===== src/rtl/qpll_ctrl_pkg.sv =====
// Shared types for the QPLL quad init sequencer: FSM state encoding and timer sizing.
// No logic, so no latency or backpressure of its own.
package qpll_ctrl_pkg;

    typedef enum logic [2:0] {
        ST_PD        = 3'd0,
        ST_CFG       = 3'd1,
        ST_RST       = 3'd2,
        ST_WAIT_LOCK = 3'd3,
        ST_LOCKED    = 3'd4,
        ST_FAIL      = 3'd5
    } state_e;

    // One shared timer must reach the largest of the cycle parameters without wrapping.
    function automatic int timer_w(input int a, input int b, input int c, input int d);
        int m;
        m = a;
        if (b > m) m = b;
        if (c > m) m = c;
        if (d > m) m = d;
        return $clog2(m) + 1;
    endfunction

endpackage


===== src/rtl/qpll_quad_init_ctrl_if.sv =====
// QPLL common + DRP bundle between the init sequencer (master) and the quad wrappers (slave).
// Pure wiring; DRP acknowledge is per quad via DRPRDY.
interface qpll_quad_init_ctrl_if #(
    parameter int NUM_QUADS = 1
);
    logic [NUM_QUADS-1:0]    QPLLLOCK;
    logic [NUM_QUADS-1:0]    QPLLREFCLKLOST;
    logic [NUM_QUADS-1:0]    DRPRDY;
    logic [NUM_QUADS-1:0]    QPLLPD;
    logic [NUM_QUADS-1:0]    QPLLRESET;
    logic [NUM_QUADS-1:0]    DRPEN;
    logic [NUM_QUADS-1:0]    DRPWE;
    logic [8*NUM_QUADS-1:0]  DRPADDR;
    logic [16*NUM_QUADS-1:0] DRPDI;

    modport master (
        input  QPLLLOCK, QPLLREFCLKLOST, DRPRDY,
        output QPLLPD, QPLLRESET, DRPEN, DRPWE, DRPADDR, DRPDI
    );

    modport slave (
        output QPLLLOCK, QPLLREFCLKLOST, DRPRDY,
        input  QPLLPD, QPLLRESET, DRPEN, DRPWE, DRPADDR, DRPDI
    );
endinterface


===== src/rtl/qpll_sync2.sv =====
// Two-flop synchroniser for quasi-static async status bits into the local clock.
// Latency 2 cycles; no backpressure.
module qpll_sync2 #(
    parameter int WIDTH = 1
) (
    input  logic             clk,
    input  logic             rst,
    input  logic [WIDTH-1:0] d,
    output logic [WIDTH-1:0] q
);
    logic [WIDTH-1:0] meta;

    always_ff @(posedge clk) begin
        if (rst) begin
            meta <= '0;
            q    <= '0;
        end else begin
            meta <= d;
            q    <= meta;
        end
    end
endmodule


===== src/rtl/qpll_quad_init_ctrl.sv =====
// Power-up/reset sequencer for NUM_QUADS QPLL commons: PD, optional DRP cfg, reset, lock wait/retry, lock monitor.
// Lock-in to ALL_LOCKED is 4 cycles; DRP writes wait on DRPRDY with one write outstanding.
module qpll_quad_init_ctrl
    import qpll_ctrl_pkg::*;
#(
    parameter int          NUM_QUADS    = 1,
    parameter int          PD_CYCLES    = 64,
    parameter int          RST_CYCLES   = 16,
    parameter int          LOCK_TIMEOUT = 65536,
    parameter int          DRP_TIMEOUT  = 256,
    parameter int          MAX_RETRIES  = 3,
    parameter int          DRP_CFG_EN   = 0,
    parameter logic [7:0]  CFG_ADDR     = 8'h32,
    parameter logic [15:0] CFG_DATA     = 16'h0
) (
    input  logic                   DRPCLK,
    input  logic                   RESET,
    input  logic                   RESTART,
    qpll_quad_init_ctrl_if.master  qif,
    output logic                   ALL_LOCKED,
    output logic                   FAIL,
    output logic [3:0]             RETRY_CNT,
    output logic [7:0]             LOSS_CNT
);
    localparam int TW = timer_w(PD_CYCLES, RST_CYCLES, LOCK_TIMEOUT, DRP_TIMEOUT);
    localparam int QW = (NUM_QUADS > 1) ? $clog2(NUM_QUADS) : 1;

    state_e                  state, state_nxt;
    logic [TW-1:0]           timer;
    logic                    timer_clr;
    logic [QW-1:0]           quad_idx, quad_idx_nxt;
    logic                    drp_busy, drp_busy_nxt;
    logic                    drp_strobe;
    logic                    timeout;
    logic                    loss_evt;
    logic [3:0]              retry_nxt;
    logic [NUM_QUADS-1:0]    lock_s, lost_s;
    logic                    locks_ok;
    logic [NUM_QUADS-1:0]    drp_en_d;
    logic [8*NUM_QUADS-1:0]  drp_addr_d;
    logic [16*NUM_QUADS-1:0] drp_di_d;

    qpll_sync2 #(.WIDTH(NUM_QUADS)) u_sync_lock (
        .clk (DRPCLK), .rst (RESET), .d (qif.QPLLLOCK), .q (lock_s)
    );

    qpll_sync2 #(.WIDTH(NUM_QUADS)) u_sync_lost (
        .clk (DRPCLK), .rst (RESET), .d (qif.QPLLREFCLKLOST), .q (lost_s)
    );

    assign locks_ok = (&lock_s) && !(|lost_s);

    always_comb begin
        state_nxt    = state;
        timer_clr    = 1'b0;
        quad_idx_nxt = quad_idx;
        drp_busy_nxt = drp_busy;
        drp_strobe   = 1'b0;
        timeout      = 1'b0;
        loss_evt     = 1'b0;
        retry_nxt    = RETRY_CNT;
        if (RESTART) begin
            state_nxt    = ST_PD;
            retry_nxt    = 4'd0;
            drp_busy_nxt = 1'b0;
            quad_idx_nxt = '0;
        end else begin
            case (state)
                ST_PD: begin
                    if (timer == TW'(PD_CYCLES - 1)) begin
                        state_nxt    = (DRP_CFG_EN != 0) ? ST_CFG : ST_RST;
                        quad_idx_nxt = '0;
                        drp_busy_nxt = 1'b0;
                    end
                end
                ST_CFG: begin
                    // The DRP timeout window restarts at each strobe, not at CFG entry.
                    if (!drp_busy) begin
                        drp_strobe   = 1'b1;
                        drp_busy_nxt = 1'b1;
                        timer_clr    = 1'b1;
                    end else if (qif.DRPRDY[quad_idx]) begin
                        drp_busy_nxt = 1'b0;
                        if (quad_idx == QW'(NUM_QUADS - 1)) state_nxt = ST_RST;
                        else quad_idx_nxt = quad_idx + 1'b1;
                    end else if (timer == TW'(DRP_TIMEOUT - 1)) begin
                        timeout = 1'b1;
                    end
                end
                ST_RST: begin
                    if (timer == TW'(RST_CYCLES - 1)) state_nxt = ST_WAIT_LOCK;
                end
                ST_WAIT_LOCK: begin
                    if (locks_ok) begin
                        state_nxt = ST_LOCKED;
                        retry_nxt = 4'd0;
                    end else if (timer == TW'(LOCK_TIMEOUT - 1)) begin
                        timeout = 1'b1;
                    end
                end
                ST_LOCKED: begin
                    if (!locks_ok) begin
                        loss_evt  = 1'b1;
                        state_nxt = ST_RST;
                    end
                end
                ST_FAIL: ;
                default: state_nxt = ST_PD;
            endcase
            if (timeout) begin
                retry_nxt    = RETRY_CNT + 4'd1;
                state_nxt    = (retry_nxt == 4'(MAX_RETRIES)) ? ST_FAIL : ST_RST;
                drp_busy_nxt = 1'b0;
            end
        end
        if (state_nxt != state || RESTART) timer_clr = 1'b1;
    end

    always_comb begin
        drp_en_d   = '0;
        drp_addr_d = '0;
        drp_di_d   = '0;
        for (int q = 0; q < NUM_QUADS; q++) begin
            if (drp_strobe && quad_idx == QW'(q)) begin
                drp_en_d[q]           = 1'b1;
                drp_addr_d[8*q +: 8]  = CFG_ADDR;
                drp_di_d[16*q +: 16]  = CFG_DATA;
            end
        end
    end

    always_ff @(posedge DRPCLK) begin
        if (RESET) begin
            state         <= ST_PD;
            timer         <= '0;
            quad_idx      <= '0;
            drp_busy      <= 1'b0;
            RETRY_CNT     <= 4'd0;
            LOSS_CNT      <= 8'd0;
            ALL_LOCKED    <= 1'b0;
            FAIL          <= 1'b0;
            qif.QPLLPD    <= '1;
            qif.QPLLRESET <= '1;
            qif.DRPEN     <= '0;
            qif.DRPWE     <= '0;
            qif.DRPADDR   <= '0;
            qif.DRPDI     <= '0;
        end else begin
            state     <= state_nxt;
            timer     <= timer_clr ? '0 : ((&timer) ? timer : timer + 1'b1);
            quad_idx  <= quad_idx_nxt;
            drp_busy  <= drp_busy_nxt;
            RETRY_CNT <= retry_nxt;
            if (loss_evt && LOSS_CNT != 8'hFF) LOSS_CNT <= LOSS_CNT + 8'd1;
            ALL_LOCKED    <= (state == ST_LOCKED);
            FAIL          <= (state == ST_FAIL);
            // Power/reset pins decode the next state so they change on the same edge as the state.
            qif.QPLLPD    <= {NUM_QUADS{state_nxt == ST_PD || state_nxt == ST_FAIL}};
            qif.QPLLRESET <= {NUM_QUADS{state_nxt == ST_PD || state_nxt == ST_RST ||
                                        state_nxt == ST_FAIL}};
            qif.DRPEN     <= drp_en_d;
            qif.DRPWE     <= drp_en_d;
            qif.DRPADDR   <= drp_addr_d;
            qif.DRPDI     <= drp_di_d;
        end
    end
endmodule


===== src/flat_wrapper.sv =====
// flat-port wrapper written by rule: the top's interface ports become plain ports
module qpll_quad_init_ctrl_flat import qpll_ctrl_pkg::*;
#(
    parameter int          NUM_QUADS    = 1,
    parameter int          PD_CYCLES    = 64,
    parameter int          RST_CYCLES   = 16,
    parameter int          LOCK_TIMEOUT = 65536,
    parameter int          DRP_TIMEOUT  = 256,
    parameter int          MAX_RETRIES  = 3,
    parameter int          DRP_CFG_EN   = 0,
    parameter logic [7:0]  CFG_ADDR     = 8'h32,
    parameter logic [15:0] CFG_DATA     = 16'h0
)
  (DRPCLK, RESET, RESTART, ALL_LOCKED, FAIL, RETRY_CNT, LOSS_CNT, qif_QPLLLOCK, qif_QPLLREFCLKLOST, qif_DRPRDY, qif_QPLLPD, qif_QPLLRESET, qif_DRPEN, qif_DRPWE, qif_DRPADDR, qif_DRPDI);
  qpll_quad_init_ctrl_if #(.NUM_QUADS(NUM_QUADS)) qif_i ();
  input  logic DRPCLK;
  input  logic RESET;
  input  logic RESTART;
  output logic ALL_LOCKED;
  output logic FAIL;
  output logic [3:0] RETRY_CNT;
  output logic [7:0] LOSS_CNT;
  input wire logic [$bits(qif_i.QPLLLOCK)-1:0] qif_QPLLLOCK;
  input wire logic [$bits(qif_i.QPLLREFCLKLOST)-1:0] qif_QPLLREFCLKLOST;
  input wire logic [$bits(qif_i.DRPRDY)-1:0] qif_DRPRDY;
  output wire logic [$bits(qif_i.QPLLPD)-1:0] qif_QPLLPD;
  output wire logic [$bits(qif_i.QPLLRESET)-1:0] qif_QPLLRESET;
  output wire logic [$bits(qif_i.DRPEN)-1:0] qif_DRPEN;
  output wire logic [$bits(qif_i.DRPWE)-1:0] qif_DRPWE;
  output wire logic [$bits(qif_i.DRPADDR)-1:0] qif_DRPADDR;
  output wire logic [$bits(qif_i.DRPDI)-1:0] qif_DRPDI;
  assign qif_i.QPLLLOCK = qif_QPLLLOCK;
  assign qif_i.QPLLREFCLKLOST = qif_QPLLREFCLKLOST;
  assign qif_i.DRPRDY = qif_DRPRDY;
  assign qif_QPLLPD = qif_i.QPLLPD;
  assign qif_QPLLRESET = qif_i.QPLLRESET;
  assign qif_DRPEN = qif_i.DRPEN;
  assign qif_DRPWE = qif_i.DRPWE;
  assign qif_DRPADDR = qif_i.DRPADDR;
  assign qif_DRPDI = qif_i.DRPDI;
  qpll_quad_init_ctrl #(.NUM_QUADS(NUM_QUADS), .PD_CYCLES(PD_CYCLES), .RST_CYCLES(RST_CYCLES), .LOCK_TIMEOUT(LOCK_TIMEOUT), .DRP_TIMEOUT(DRP_TIMEOUT), .MAX_RETRIES(MAX_RETRIES), .DRP_CFG_EN(DRP_CFG_EN), .CFG_ADDR(CFG_ADDR), .CFG_DATA(CFG_DATA)) u_core (.DRPCLK(DRPCLK), .RESET(RESET), .RESTART(RESTART), .qif(qif_i), .ALL_LOCKED(ALL_LOCKED), .FAIL(FAIL), .RETRY_CNT(RETRY_CNT), .LOSS_CNT(LOSS_CNT));
endmodule

===== config.mk =====
export PLATFORM = sky130hd
export DESIGN_NAME = qpll_quad_init_ctrl_flat
export DESIGN_NICKNAME = d
export VERILOG_FILES = /design/src/rtl/qpll_ctrl_pkg.sv /design/src/rtl/qpll_quad_init_ctrl_if.sv /design/src/rtl/qpll_sync2.sv /design/src/rtl/qpll_quad_init_ctrl.sv /design/src/flat_wrapper.sv
export SDC_FILE = /design/constraint.sdc
export NUM_CORES = 1
export LEC_CHECK = 0
export CAP_MARGIN = 20
export CORE_ASPECT_RATIO = 0.7
export CORE_MARGIN = 1
export CORE_UTILIZATION = 38
export DETAILED_ROUTE_END_ITERATION = 8
export PLACE_DENSITY_LB_ADDON = 0.05
export SYNTH_ARGS = -nofsm -noshare
export SYNTH_HDL_FRONTEND = slang
export SYNTH_SLANG_ARGS = --single-unit

===== constraint.sdc =====
create_clock -name DRPCLK -period 2.6 [get_ports DRPCLK]
set_input_delay 0.78 -clock DRPCLK [delete_from_list [all_inputs] [get_ports DRPCLK]]
set_output_delay 0.78 -clock DRPCLK [all_outputs]
set_load 0.1 [all_outputs]

==> summary.md <==
| Metric | Value |
|---|---|
| CTS tree | yes |
| CP max stage delay | around 0.33 ns |
| H-tree depth | 2 |
| EDFF count, synth | 0 |
| Seq pwr share | between 40% and 50% |
| Worst slew pin tran | just over 0.5 ns |
| CP startpoint kind | flip-flop |
| Clk slew on worst S/H paths | ~0.080 ns |
| Post-Syn Instances | roughly 260 |
| Port Buf Inserts | 26 |
| Clk_lat worst skew | 0.30 ns |
| Internal power | between 900 and 1000 uW |
| Boundary Pins | 48 |
| Max_cap viols | 0 |
| Sw Share | 29.02% |
| Status | completed |
| Post-detail-place hpwl | 3.395 mm |
| Post-synth top area cell | dfxtp_1 |
| Core Area | between 5000 and 6000 sq um |
| WL final | 4.897 mm |
| # setup viols final | 0 |
| Vias in the first global route | about 1400 |
| Syn Std Cell Area | 2278 sq um |
| Main synth FF type | dfxtp_1 |
| Routed len/inst | between 10 and 15 um |
| Rows | 23 |
| GRT overflow | 0 |
| Worst rel slew slack | 65.54% |
| CTS Hold Bufs | 0 |
| Synth area leaders | dfxtp_1 37%, buf_4 8.2%, nor2_1 5.4%, xnor2_1 4.6%, xor2_1 4.2% |
| Fin nets | around 320 |
| Pleak | approximately 0.0012 uW |
| Slowest CP cell | dfxtp_2 |
| TritonCTS buffer count | 5 |
| Register area | ~850 sq um |
| Comb power frac | ~14% |
| Width of the die | 94.55 um |
| Placer Congestion | about 0.81 |
| Asr flop ratio synth | 0% |
| Setup Skew | roughly 0.0064 ns |
| First-pass GRT wire length | about 7.3 mm |
| Slew Viols, Final | 0 |
| Detail Route Antenna Nets | 0 |
| Fmax | a little under 0.4 GHz |
| Crit-path cells | and3_4 -> nand4_1 -> nor4_4 -> ha_2 -> nand3b_1 -> o21ai_4 -> buf_6 -> nand2_2 -> a21oi_4 -> o2111ai_4 -> clkbuf_16 -> nor3_2 |
| Register bit total from synthesis | 42 |
| Required time of the critical path | ~2.8 ns |
| Crit Path Category | flip-flop to flip-flop |
| Area of the multi-input gates | ~1400 sq um |
| Final hold viol count | 0 |
| Total track usage | between 15 and 20% |
| DR vias | about 1900 |
| Crit Path Max Fanout | 5 |
| Die Y | between 60 and 70 um |
| Tcrit/Tclk final | a little over nine tenths |
| Minimum clock period | around 2.5 ns |
| Yosys cell types | 50 |
| Vias per inst | a little under 5 |
| Worst path arrival time | roughly 2.8 ns |
| Initial Util | 39.59% |
| Yosys top cell area share | 36.90% |
| Area Overhead vs Synth | 29.32% |
| Commonest cells after routing, fill and taps aside | 43 x buf_4, 35 x dfxtp_1, 32 x nor2_1 |
| Setup crit end kind | flip-flop |
| Drc violations | 0 |
| Diode count | 0 |
| Root Driver | clkbuf_8 |
| Fillers | approximately 550 |
| Cell Pwr Density | approximately 460 nW/um^2 |
| Yosys warns | 0 |
| Clk buf depth | 2 |
| Clock power frac | 38.3% |
| RSZ-0062 raised after global routing | yes |
| Most common cell after layout, fill and taps aside | buf_4 |
| Final Util | roughly half |
| Final Power | around 1300 uW |
| Largest net degree at the start of global routing | 18 |
| TritonRoute pass-1 iters | 4 |
| Initial antenna violation count | 0 |
| Peak VDD IR | 0.0001983 V |
| Iteration-0 DRC Markers | 97 |
| Syn Area/Cell | 8.696 sq um |
| Clock sink total | 42 |
| Seq/Total Area, Yosys | a little under two fifths |
| NetSw | between 300 and 400 uW |
| HP Class | flip-flop to flip-flop |
| Die area | ~6300 sq um |
| Layout cells sized above 1 | 29.55% |
-- power by group through the flow --
stage / Sequential (uW) / Clock (uW) / Combinational [uW]
6_report: 648 / 515 / 181
5_1_grt: 648 / 561 / 187
4_1_cts: 649 / 527 / 167
3_5_place_dp: 664 / 0 / 167
3_3_place_gp: 664 / 0 / 166
2_1_floorplan: 663 / 0 / 173
-- registers in the layout (all words and copies together) (netlist names), 3 cells and up --
name / count
u_core.timer: 17
u_core.LOSS_CNT: 8
u_core.RETRY_CNT: 4
u_core.state: 3
-- layer usage --
metal / wire, um / up-vias / track usage [%] / share of wire (%)
met5: 0 / - / 0 / 0
li1: - / 940 / - / -
met4: 90 / 0 / 5.682 / 1.8
met3: 272 / 7 / 5.594 / 5.6
met1: 2636 / 852 / 23.84 / 54
met2: 1898 / 59 / 19.84 / 39
-- repair_timing --
action / in CTS / in global routing
pin swaps: 0 / 15
buffers inserted: 0 / 5
setup endpoints to repair: 8 / 17
gates cloned: 0 / 2
resized for setup: 2 / 34
-- final timing paths --
check | startpoint | to | slack, ns | cells after the start
max | u_core.timer[4] | u_core.timer[6] | 0.07 | 12
min | u_core.u_sync_lost.meta | u_core.u_sync_lost.q | 0.44 | 1
max reg2reg | u_core.timer[4] | u_core.timer[6] | 0.07 | 12
min reg2reg | u_core.u_sync_lost.meta | u_core.u_sync_lost.q | 0.44 | 1
-- synth_stat cells (3+ instances only) --
| master | number |
|---|---|
| nand3b_1 | 3 |
| nor4_1 | 4 |
| nand2_1 | 18 |
| and2_1 | 4 |
| o21ai_0 | 4 |
| a21oi_1 | 7 |
| clkbuf_1 | 5 |
| dfxtp_1 | 42 |
| buf_4 | 25 |
| nor2_1 | 33 |
| nand4_1 | 3 |
| ha_1 | 6 |
| nor2b_1 | 11 |
| nand2b_1 | 3 |
| xnor2_1 | 12 |
| inv_1 | 5 |
| buf_6 | 4 |
| nor3_1 | 15 |
| nand3_1 | 13 |
| xor2_1 | 11 |
-- layout make-up --
type,instances,area share [%]
clock buffers,5,2.335
well taps,75,3.185
inverters,5,0.6369
repair buffers,52,15.41
flip-flops and latches,42,28.92
multi-input cells,201,48.15
clock inverters,3,1.359
-- stage by stage --
| step | hold WS (ns) | setup TNS, ns | instances | area (sq um) | setup WS, ns |
|---|---|---|---|---|---|
| after floorplan | 0.4138 | 0 | 282 | 2357 | 0.08842 |
| after global placement | 0.4263 | -2.202 | 368 | 2562 | -0.1709 |
| after detailed placement | 0.4283 | -1.995 | 368 | 2562 | -0.1818 |
| after CTS | 0.4490 | 0 | 376 | 2684 | 0.07011 |
| after global routing | 0.4601 | -0.7819 | 383 | 2947 | -0.07696 |
| final | 0.4407 | 0 | 383 | 2947 | 0.06666 |
-- critical path, delay by kind of cell, from the launching register on --
| kind | cells | cell delay (ns) |
|---|---|---|
| AOI/OAI and AO/OA | 3 | 0.54 |
| DFF | 1 | 0.33 |
| buffers and inverters | 2 | 0.37 |
| adders and majority gates | 1 | 0.22 |
| and+or+nand+nor | 6 | 1.00 |
-- cell families after synthesis --
family | Yosys count | synth area share, %
fa+ha+maj | 6 | 3.295
mux | 3 | 1.373
other cells | 1 | 0.1646
xor+xnor | 23 | 8.841
simple gates | 123 | 28.89
compound gates | 25 | 8.677
buf+inv | 39 | 11.86
flops | 42 | 36.90
(Power assumes the default switching activity.)
